--- src/rtl/fde_sequencer.sv ---
// fde_sequencer: fetch-decode-execute sequencer for the core.
// Holds PC and IR, fetches over req/ack, issues over valid/done.
module fde_sequencer #(
  parameter int PC_WIDTH = 16,
  parameter int OPC_WIDTH = 8,
  parameter int ARG_WIDTH = 16,
  parameter logic [PC_WIDTH-1:0] RESET_PC = '0,
  parameter logic [OPC_WIDTH-1:0] OPC_JUMP = 8'h09,
  parameter logic [OPC_WIDTH-1:0] OPC_BRZ = 8'h0A,
  parameter logic [OPC_WIDTH-1:0] OPC_HALT = 8'hFF,
  parameter int CNT_WIDTH = 16
) (
  input  logic clock,
  input  logic reset_n,
  output logic [PC_WIDTH-1:0] rom_addr,
  output logic rom_req,
  input  logic rom_ack,
  input  logic [OPC_WIDTH+2*ARG_WIDTH-1:0] rom_data,
  output logic exec_valid,
  output logic [OPC_WIDTH-1:0] exec_opcode,
  output logic [ARG_WIDTH-1:0] exec_arg1,
  output logic [ARG_WIDTH-1:0] exec_arg2,
  input  logic exec_done,
  input  logic [ARG_WIDTH-1:0] exec_result,
  input  logic exec_zero,
  output logic [PC_WIDTH-1:0] pc,
  output logic halted,
  output logic [CNT_WIDTH-1:0] instr_count
);

  localparam int IW = OPC_WIDTH + 2 * ARG_WIDTH;

  typedef enum logic [1:0] {
    Idle,
    Fetch,
    Exec,
    Halted
  } state_t;

  state_t state;
  logic [IW-1:0] ir;
  logic [OPC_WIDTH-1:0] romOpc;
  logic [PC_WIDTH-1:0] pcInc;
  logic [PC_WIDTH-1:0] jumpTgt;
  logic [PC_WIDTH-1:0] brzTgt;
  logic [PC_WIDTH-1:0] nextPc;
  logic isJump;
  logic takeBrz;

  assign exec_opcode = ir[IW-1 -: OPC_WIDTH];
  assign exec_arg1 = ir[2*ARG_WIDTH-1 -: ARG_WIDTH];
  assign exec_arg2 = ir[ARG_WIDTH-1:0];
  assign romOpc = rom_data[IW-1 -: OPC_WIDTH];
  assign rom_addr = pc;

  // Targets are truncated or zero-extended to the PC width.
  assign pcInc = pc + PC_WIDTH'(1);
  assign jumpTgt = PC_WIDTH'(exec_result);
  assign brzTgt = PC_WIDTH'(exec_arg1);
  assign isJump = (exec_opcode == OPC_JUMP);
  assign takeBrz = (exec_opcode == OPC_BRZ) && exec_zero;

  // Select the PC that follows the instruction held in IR.
  always_comb begin
    nextPc = pcInc;
    unique case (1'b1)
      isJump:  nextPc = jumpTgt;
      takeBrz: nextPc = brzTgt;
      default: nextPc = pcInc;
    endcase
  end

  // Sequencer FSM with registered handshake and status outputs.
  always_ff @(posedge clock or negedge reset_n) begin
    if (!reset_n) begin
      state <= Idle;
      pc <= RESET_PC;
      ir <= '0;
      instr_count <= '0;
      rom_req <= 1'b0;
      exec_valid <= 1'b0;
      halted <= 1'b0;
    end else begin
      unique case (state)
        Idle: begin
          state <= Fetch;
          rom_req <= 1'b1;
        end
        Fetch: begin
          if (rom_ack) begin
            ir <= rom_data;
            rom_req <= 1'b0;
            if (romOpc == OPC_HALT) begin
              state <= Halted;
              halted <= 1'b1;
            end else begin
              state <= Exec;
              exec_valid <= 1'b1;
            end
          end
        end
        Exec: begin
          if (exec_done) begin
            pc <= nextPc;
            instr_count <= instr_count + CNT_WIDTH'(1);
            exec_valid <= 1'b0;
            rom_req <= 1'b1;
            state <= Fetch;
          end
        end
        Halted: begin
          rom_req <= 1'b0;
          exec_valid <= 1'b0;
          halted <= 1'b1;
        end
      endcase
    end
  end

endmodule

--- config.mk ---
export PLATFORM = sky130hd
export DESIGN_NAME = fde_sequencer
export DESIGN_NICKNAME = d
export VERILOG_FILES = /design/src/rtl/fde_sequencer.sv
export SDC_FILE = /design/constraint.sdc
export NUM_CORES = 1
export LEC_CHECK = 0
export BUFFER_PORTS_ARGS = -buffer_cell sky130_fd_sc_hd__buf_2
export CELL_PAD_IN_SITES_DETAIL_PLACEMENT = 1
export CELL_PAD_IN_SITES_GLOBAL_PLACEMENT = 2
export CORE_MARGIN = 3
export CORE_UTILIZATION = 25
export CTS_BUF_LIST = sky130_fd_sc_hd__clkbuf_16
export CTS_CLUSTER_DIAMETER = 80
export DETAILED_ROUTE_END_ITERATION = 6
export PLACE_DENSITY = 0.74
export SLEW_MARGIN = 30
export SYNTH_ARGS = -nofsm -noshare
export SYNTH_HDL_FRONTEND = slang
export SYNTH_SLANG_ARGS = --single-unit
--- constraint.sdc ---
create_clock -name clock -period 1.8 [get_ports clock]
set_input_delay 0.27 -clock clock [delete_from_list [all_inputs] [get_ports clock]]
set_output_delay 0.27 -clock clock [all_outputs]
set_load 0.02 [all_outputs]
### Yosys cells after proc, flatten, opt, wreduce, memory -nomap -nowiden

Cells that the tools add are included.

| cells by class | value |
|---|---|
| add/sub/neg operators | 2 |
| eq/ne operators | 10 |
| multiplexer cells | 15 |
| reductions and logical operators | 11 |

Operators with widths:

| operator | number |
|---|---|
| $add 16x1->16 const B | 2 |
| $pmux 16 s2 | 1 |
| $eq 8x4->1 const B | 2 |
| $eq 8x8->1 const B | 1 |
| $mux 1 | 8 |
| $ne 2x2->1 const B | 4 |
| $pmux 2 s3 | 1 |
| $reduce_and 2->1 | 3 |
| $reduce_and 3->1 | 2 |
| $reduce_bool 3->1 | 2 |
| $eq 2x2->1 const B | 2 |
| $mux 2 | 2 |
| $pmux 1 s4 | 1 |
| $reduce_and 4->1 | 1 |
| $pmux 1 s3 | 1 |
| $eq 2x1->1 const B | 1 |
| $logic_not 2->1 | 1 |
| $pmux 1 s2 | 1 |
| $reduce_bool 2->1 | 1 |
| $logic_and 1x1->1 | 1 |

| storage, ports and cells | value |
|---|---|
| register bits after elaboration | 77 |
| bits of input ports | 61 |
| output and inout bits | 91 |
| word-level logic and storage cells | 45 |

### Logic depth before layout (Yosys ltp)

Gate-level depths: netlist of run 1.

| logic depth | value |
|---|---|
| depth in word-level cells | 4 |
| mapped depth | 7 |
| mapped depth without buffers | 5 |

### Least setup slack after synthesis of run 1

Ideal clock, no wire load.

| timing | value |
|---|---|
| path kind | reg2reg |
| from | reg pc[0] |
| to | reg pc[14] |
| setup time | 0.124 ns |
| data arrival time | 1.717 ns |
| required time | 1.676 ns |
| setup slack | -0.041 ns |
| cell stages (with the launch flop) | 6 |
| path buffers | 0 |
| period minus slack after synthesis | 1.841 ns |
| path through | dfrtp_1 -> ha_1 -> nand4_1 -> or4_1 -> a21o_1 -> a211o_1 |

| on the way | value |
|---|---|
| longest elaborated chain between the ends | 2 |

Ends and longest elaborated chain:

| what | RTL line | source |
|---|---|---|
| start: declaration | 26 | `output logic [PC_WIDTH-1:0] pc,` |
| start signal: assignment | 104 | `pc <= nextPc;` |
| $add 16x1->16 | 57 | `assign pcInc = pc + PC_WIDTH'(1);` |
| $pmux 16 s2 | 66 | `unique case (1'b1)` |

No other way between the ends.
A chain may end at the register's enable or synchronous reset.

### Worst setup path after layout of run 1

| timing | value |
|---|---|
| from | reg pc[7] |
| to | reg pc[14] |

The elaborated chain is that of the path after synthesis.

==> impl_metrics.ini, run 1 <==
[grt]
met1_usage_pct = 19.8
antenna_found_initial = 0
grt_overflow = 0
met3_usage_pct = 3.58
grt_use_met2_pct = 22.5
gr-max-usage-layer = met2
grt_usage_pct = 14.5
grt_max_degree = 42
grt_pass1_wl_um = 18500
grt_pass1_vias = 3429

[sta]
worstMarginPinSlew_ns = 0.382
holdWs_ns = 0.166
fin_skew_ns = 0.00664
grt_setup_unrepaired = yes
finalSetupTns_ns = 0
drv_slew = 0
hold_viol_final = 0
relSlewSlack_pct = 74.5
fin_crit_sh_pct = 95.6
min_period_ns = 1.72
timing.fmax_mhz = 581
fin_ws_ns = 0.0784
setup_viol = 0

[power_and_ir_drop]
p_leak_uw = 0.00252
powerDensity_mw_per_mm2 = 1200
ir_drop_mv = 0.593

[synthesis]
postSynth.topFlopCell = dfrtp_1
yosysTopAreaCell = dfrtp_1
async_reset_ff_share_pct = 100
synth_top_family_by_area = compound AO/OA/AOI/OAI gates
syn_inst = 323
synth.area.top_cells = dfrtp_1 52%, mux2_2 12%, a22oi_1 3.4%, buf_4 3.2%, xnor2_1 2.1%
synth_compound_area_share_pct = 13.6
synth_edf_count = 0
synth_seq_cells = 77
synth_area_mm2 = 0.00372
synth-xor-area-share_pct = 3.53
post_synth.cell_area_avg_um2 = 11.5
yosysWarningCount = 0
synth.mux.area_fraction_pct = 12.1
synth.net_count = 386
synthAdderAreaFrac_pct = 0.672
yosys.area.top_type_share_pct = 51.8
synthSimpleGateAreaFrac_pct = 11.6
synth_seq_area_share_pct = 51.8
synth_cell_types = 52

[routing]
drt-total-wl_um = 11700
routedWlPerCell_um = 17.5
firstDrtPassIters = 4
ant_nets = 0
drc = 0
via_per_inst = 4.83
via_count = 3228
drt_iter0_drc = 117

[placed_design]
place.port_buffers = 151
detailed_place_hpwl_um = 8990
place.gp.congestion = 0.774
pre_cts_ws_ns = 0.0679

[finish]
diodes = 0
area_growth_pct = 37.4
fin_util_pct = 36.0
drive_gt1_share_pct = 50.7
layout.nets = 548

[floorplan]
rows = 43
dieArea_mm2 = 0.0164
die_w_um = 128
die_h_um = 128
core-area_mm2 = 0.0142
ios = 152
start_util_pct = 26.2

[clocking]
cts_sinks = 77
htreeDepth = 3
cts_root_buf = clkbuf_16
cts_buffers = 9
clockBufferDepth = 2
path_clk_slew_ns = 0.06
clk_latency_ns = 0.33
cts_tree = done

[worst_setup_path]
r2r_slack_ns = 0.08
crit_arrival_ns = 1.94
crit_required_ns = 2.02
end_kind = flip-flop
worst-path-max-fanout = 5
cp-start-kind = flip-flop
path_class = flip-flop to flip-flop

[outcome]
outcome = completed

[run]
maxCapViolCount = 0

[min_path]
hp-class = input pin to flip-flop
cell usage in the layout, fill, tap and decap left out, types with 3 or more instances in the layout:
master / synthesis / final
xor2_1: 6 / 6
or3_1: 3 / 3
a21oi_1: 9 / 9
mux2_2: 40 / 40
nand2_1: 15 / 15
buf_12: 0 / 4
a22o_1: 4 / 4
xnor2_1: 9 / 9
nor2_1: 8 / 8
buf_2: 3 / 150
nor4_1: 3 / 3
dfrtp_1: 77 / 71
o21ai_0: 7 / 7
inv_1: 12 / 15
nand4_1: 10 / 10
a21o_1: 3 / 3
o22ai_1: 7 / 7
o32a_1: 7 / 7
and3_1: 3 / 3
nand3_1: 10 / 9
nor3_1: 5 / 5
dfrtp_2: 0 / 6
a22oi_1: 17 / 17
clkbuf_16: 0 / 9
buf_4: 16 / 29
cell usage after synthesis (all sizes together), types with 8 or more instances:
cell	instances
a22oi	17
xnor2	9
nand3	10
a21oi	9
inv	12
nor2	8
mux2	40
dfrtp	77
nand4	11
nand2	15
buf	26
state kept, by name, indices dropped and copies added, names as in the netlist:
signal	count
instr_count	16
exec_valid	1
pc	16
state	2
halted	1
ir	40
rom_req	1
cell type report:
type                    instances  area, um2
fillers                      1635       9090
flip-flops and latches         77       1930
multi-input cells             201       1580
repair buffers                184       1060
clock buffers                   9        225
well taps                     180        225
clock inverters                 6       50.0
inverters                      12       45.0
what timing repair did:
| item | in CTS | in global routing |
|---|---|---|
| setup buffers | 0 | 3 |
| gates resized for setup | 0 | 4 |
| endpoints found under the hold margin | 24 | 0 |
| hold buffers | 1 | 0 |
| setup endpoints to repair | 0 | 11 |
logic make-up after synthesis:
group	after synthesis
xor gates and xnor gates	15
DFF	77
AOI/OAI and AO/OA	69
muxes	40
and+or+nand+nor	75
buffers and inverters	45
adders and majority gates	2
worst max-delay path, cell delays in order (launching register included):
cell,delay [ns]
dfrtp_2,0.36
nand4_1,0.22
or4_4,0.56
a21o_1,0.19
a211o_1,0.28
per-stage QoR:
step	total power [uW]	instances	instance area, um2
CTS	6170	666	5070
global route	6480	669	5110
global placement	4360	650	4780
floorplan	3570	323	3730
finish	6140	669	5110
detailed placement	4410	650	4780
path summary, 6_finish.rpt:
check	from	endpoint	cells after the start
min	rom_data[1]	ir[1]	2
max	pc[7]	pc[14]	4
max reg2reg	pc[7]	pc[14]	4
max in group asynchronous	reset_n	pc[7]	3
min reg2reg	halted	halted	1
min in group asynchronous	reset_n	instr_count[6]	2
routing by layer:
layer,wire length (um),vias up
li1,-,1507
met1,5550,1619
met2,5370,91
met3,639,11
met4,159,0
met5,0,-
where the power goes:
part	leakage (uW)	internal, uW	total, uW	switching (uW)
logic	0.00142	803	1970	1170
clock network	0.000146	1040	1740	691
registers	0.000957	2120	2430	311
total	0.00252	3970	6140	2170
Power figures use the tool's default switching activity.
==> inputs of run 2 (changes only) <==
--- a/config.mk
+++ b/config.mk
@@ -14,6 +14,7 @@
 export CTS_CLUSTER_DIAMETER = 80
 export DETAILED_ROUTE_END_ITERATION = 6
 export PLACE_DENSITY = 0.74
+export RECOVER_POWER = 50
 export SLEW_MARGIN = 30
 export SYNTH_ARGS = -nofsm -noshare
 export SYNTH_HDL_FRONTEND = slang
==> impl_metrics.ini, run 2 (synthesis results as in run 1) <==
[routing]
via_count = 3235
drt-total-wl_um = 11700
drc = 0
drt_iter0_drc = 128
drt-met1-wl_um = 5520
routedWlPerCell_um = 17.5
top_layer_used = met4
via_per_inst = 4.84
firstDrtPassIters = 4
dr_wl_met2_um = 5350
ant_nets = 0
routed-wl-met3_um = 649

[power_and_ir_drop]
ir_drop_mv = 0.577
p_clk_share_pct = 28.7
p_seq_share_pct = 40.2
p_sw_share_pct = 35.9
p_leak_uw = 0.00237
power_uw = 6060
powerDensity_mw_per_mm2 = 1200
combPwrFrac_pct = 31.1
p_int_uw = 3890
p_switching_uw = 2170

[floorplan]
die_h_um = 128
start_util_pct = 26.2
rows = 43
core-area_mm2 = 0.0142
die_w_um = 128
ios = 152
dieArea_mm2 = 0.0164

[sta]
hold_viol_final = 0
fin_skew_ns = 0.00669
worstMarginPinSlew_ns = 0.656
fin_crit_sh_pct = 95.6
relSlewSlack_pct = 56.3
setup_viol = 0
grt_setup_unrepaired = yes
drv_slew = 0
fin_ws_ns = 0.0786
finalSetupTns_ns = 0
timing.fmax_mhz = 581
min_period_ns = 1.72

[worst_setup_path]
crit_arrival_ns = 1.94
reg2reg_to = pc[14]
crit_required_ns = 2.02
r2r_start = pc[7]
end_kind = flip-flop
path_class = flip-flop to flip-flop
worst-path-max-fanout = 5
r2r_cells = 4
r2r_slack_ns = 0.08
cp-start-kind = flip-flop

[clocking]
path_clk_slew_ns = 0.06
htreeDepth = 3
cts_buffers = 9
cts_root_buf = clkbuf_16
clk_latency_ns = 0.33
clockBufferDepth = 2
cts_sinks = 77
cts_tree = done

[run]
maxCapViolCount = 0

[min_path]
min_from = rom_data[1]
min_to = ir[1]
hp-class = input pin to flip-flop
min_path_cells = 2

[grt]
grt_usage_pct = 14.5
grt_max_degree = 42
grt_pass1_vias = 3429
grt_overflow = 0
grt_pass1_wl_um = 18500
antenna_found_initial = 0

[finish]
drive_gt1_share_pct = 42.5
fin_area_mm2 = 0.00504
n_fill_cell = 1650
top_register = ir
multi_input_area_mm2 = 0.00158
final_common_cell = buf_2
stdcell_count = 669
largest_reg_flops = 40
largestRegisters = ir: 40 flops, instr_count: 16 flops, pc: 16 flops
final_cell_mix = 111 x buf_2, 71 x dfrtp_1, 40 x mux2_2, 40 x clkbuf_1, 26 x buf_4
layout.nets = 548
diodes = 0
register_area_mm2 = 0.00193
area_growth_pct = 35.5

[placed_design]
pre_cts_ws_ns = 0.0679
post_dp_cell_area_mm2 = 0.00478
place.port_buffers = 151
dp.cells = 650
place.gp.congestion = 0.774
detailed_place_hpwl_um = 8990

[outcome]
outcome = completed
-- run 2: cell count changes in the layout (fill, tap and decap cells not counted) --
cell      delta
buf_4        -3
clkbuf_4     +1
clkbuf_2     +2
buf_2       -39
clkbuf_1    +40
buf_12       -1
-- run 2: final cells by class --
| class | instances | area share, % |
|---|---|---|
| Sequential cell | 77 | 38.4 |
| Multi-Input combinational cell | 201 | 31.2 |
| Timing Repair Buffer | 184 | 19.6 |
| Clock buffer | 9 | 4.47 |
| Tap cell | 180 | 4.47 |
| Clock inverter | 6 | 0.992 |
| Inverter | 12 | 0.893 |
-- run 2: how the worst max path moves through the flow --
stage | start | slack (ns) | end | cells after the start
after floorplan | pc[2] | 0.0006 | pc[15] | 4
after global placement | pc[7] | 0.10 | pc[14] | 4
after detailed placement | pc[8] | 0.07 | pc[14] | 4
after CTS | pc[8] | 0.06 | pc[14] | 4
after global routing | ir[37] | -0.01 | pc[12] | 5
final | pc[7] | 0.08 | pc[14] | 4
-- run 2: power by group through the flow --
stage               sequential [uW]  combinational, uW  clock (uW)
detailed placement             2450               1960           0
global route                   2500               2050        1850
CTS                            2430               1970        1780
global placement               2430               1930           0
floorplan                      2900                673           0
finish                         2440               1890        1740
-- run 2: worst max-delay path, cell delays in order, from the launching register on --
cell and delay, ns:
dfrtp_2 0.36, nand4_1 0.22, or4_4 0.56, a21o_1 0.19
a211o_1 0.28
-- run 2: per-layer routing --
metal / vias to the layer above / track usage [%]
met5: - / 0
met4: 0 / 4.74
met3: 11 / 3.58
met2: 91 / 22.5
met1: 1627 / 19.8
li1: 1506 / -
-- run 2: through the flow --
step                      hold slack (ns)  util, %
after floorplan                   -0.0256        -
after detailed placement            0.217     33.7
after CTS                           0.154     35.7
after global routing                0.151     35.5
final                               0.166     35.5
after global placement              0.212     33.7
-- run 2: timing repair --
| item | CTS | global route |
|---|---|---|
| hold buffers | 1 | 0 |
| gates resized for setup | 0 | 4 |
| endpoints found under the hold margin | 24 | 0 |
| setup buffers | 0 | 3 |
| endpoints found under the setup margin | 0 | 11 |
==> inputs of run 3 (changes only) <==
--- a/config.mk
+++ b/config.mk
@@ -9,11 +9,11 @@
 export CELL_PAD_IN_SITES_DETAIL_PLACEMENT = 1
 export CELL_PAD_IN_SITES_GLOBAL_PLACEMENT = 2
 export CORE_MARGIN = 3
-export CORE_UTILIZATION = 25
+export CORE_UTILIZATION = 32
 export CTS_BUF_LIST = sky130_fd_sc_hd__clkbuf_16
 export CTS_CLUSTER_DIAMETER = 80
 export DETAILED_ROUTE_END_ITERATION = 6
-export PLACE_DENSITY = 0.74
+export PLACE_DENSITY = 0.9
 export RECOVER_POWER = 50
 export SLEW_MARGIN = 30
 export SYNTH_ARGS = -nofsm -noshare
==> constraint.sdc (replaced) <==
create_clock -name clock -period 2.2 [get_ports clock]
set_input_delay 0.11 -clock clock [delete_from_list [all_inputs] [get_ports clock]]
set_output_delay 0.11 -clock clock [all_outputs]
set_load 0.02 [all_outputs]
==> impl_metrics.ini, run 3 (synthesis results as in run 1) <==
[worst_setup_path]
worst-path-max-fanout = 9
r2r_start = pc[2]
path_class = flip-flop to flip-flop
crit_arrival_ns = 2.10
cp-start-kind = flip-flop
crit_required_ns = 2.43
r2r_cells = 4
end_kind = flip-flop
cp-startpoint = pc[2]

[finish]
diodes = 0
fin_util_pct = 44.9
top_register = ir
final_cell_mix = 109 x buf_2, 77 x dfrtp_1, 41 x clkbuf_1
drive_gt1_share_pct = 37.3
largest_reg_flops = 40
layout.nets = 540
area_growth_pct = 33.5
largestRegisters = ir: 40 flops, instr_count: 16 flops, pc: 16 flops
final_common_cell = buf_2

[routing]
routedWlPerCell_um = 18.0
firstDrtPassIters = 7
drt-total-wl_um = 11200
via_per_inst = 5.14
ant_nets = 0
drt_iter0_drc = 131
drc = 0
via_count = 3197

[sta]
min_period_ns = 1.87
fin_skew_ns = 0.00625
worstMarginPinSlew_ns = 1.08
fin_crit_sh_pct = 84.9
setup_viol = 0
drv_slew = 0
grt_setup_unrepaired = no
relSlewSlack_pct = 27.8
finalSetupTns_ns = 0
hold_viol_final = 0
timing.fmax_mhz = 535

[grt]
grt_pass1_vias = 3366
grt_usage_pct = 17.7
grt_max_degree = 78
antenna_found_initial = 0
grt_use_met2_pct = 28.4
grt_overflow = 0
met1_usage_pct = 23.0
gr-max-usage-layer = met2
met3_usage_pct = 5.46
grt_pass1_wl_um = 17800

[floorplan]
die_w_um = 114
ios = 152
dieArea_mm2 = 0.0130
start_util_pct = 33.6
die_h_um = 114
core-area_mm2 = 0.0111
rows = 38

[power_and_ir_drop]
powerDensity_mw_per_mm2 = 1030
p_leak_uw = 0.00233
ir_drop_mv = 0.517

[min_path]
min_from = rom_data[23]
hp-class = input pin to flip-flop
min_path_cells = 2

[clocking]
path_clk_slew_ns = 0.06
cts_sinks = 77
clockBufferDepth = 2
cts_setup_buffers = 0
cts_tree = done
cts_buffers = 9
clk_latency_ns = 0.33
htreeDepth = 3
cts_root_buf = clkbuf_16

[outcome]
outcome = completed

[placed_design]
detailed_place_hpwl_um = 8190
place.port_buffers = 151
place.gp.congestion = 0.770

[run]
maxCapViolCount = 0
-- run 3: cell types whose count changed in the layout (fill, tap and decap cells not counted), moves of 2 or more --
cell	change
inv_1	-2
clkinv_1	+2
clkbuf_2	-2
buf_2	-2
dfrtp_2	-6
dfrtp_1	+6
dlygate4sd3_1	+12
buf_4	-16
buf_12	-2
bufinv_16	+2
-- run 3: final timing paths --
check | to | slack [ns]
min in group asynchronous | ir[22] | 0.61
max reg2reg | pc[15] | 0.33
max in group asynchronous | pc[4] | 0.85
min | ir[23] | 0.01
max | pc[15] | 0.33
min reg2reg | halted | 0.46
-- run 3: what timing repair did --
item	in CTS	in global routing
gates resized for setup	0	0
endpoints found under the hold margin	89	0
hold buffers	13	0
-- run 3: critical path: stages (launching register included) --
cell and delay (ns):
dfrtp_1 0.49, nand3_1 0.20, or4_4 0.61, or2_0 0.25
o311ai_1 0.22
-- run 3: cell type report --
cell class              instances  area [um2]
inverters                      12        45.0
clock inverters                 7         105
fillers                      1284        6110
repair buffers                176         940
clock buffers                   9         225
multi-input cells             201        1550
well taps                     140         175
flip-flops and latches         77        1930
-- run 3: power breakdown --
part / internal [uW] / switching (uW)
logic: 547 / 917
registers: 1730 / 279
clock network: 1090 / 567
total: 3370 / 1760
-- run 3: routing by layer --
layer  wire length [um]  vias to the layer above
met5                  0                        -
met4                140                        0
met3                882                        9
met2               5420                      107
met1               4770                     1587
li1                   -                     1494
-- run 3: metrics by stage --
stage          instances  total power, uW  worst slack (ns)  hold WS, ns  cell area (um2)
4_1_cts              622             5250             0.307     0.000860             5030
5_1_grt              622             5420             0.186      0.00581             4970
6_report             622             5130             0.331       0.0134             4970
3_3_place_gp         593             3500             0.385        0.168             4570
3_5_place_dp         593             3550             0.310        0.173             4570
2_1_floorplan        323             2910             0.359       -0.186             3720
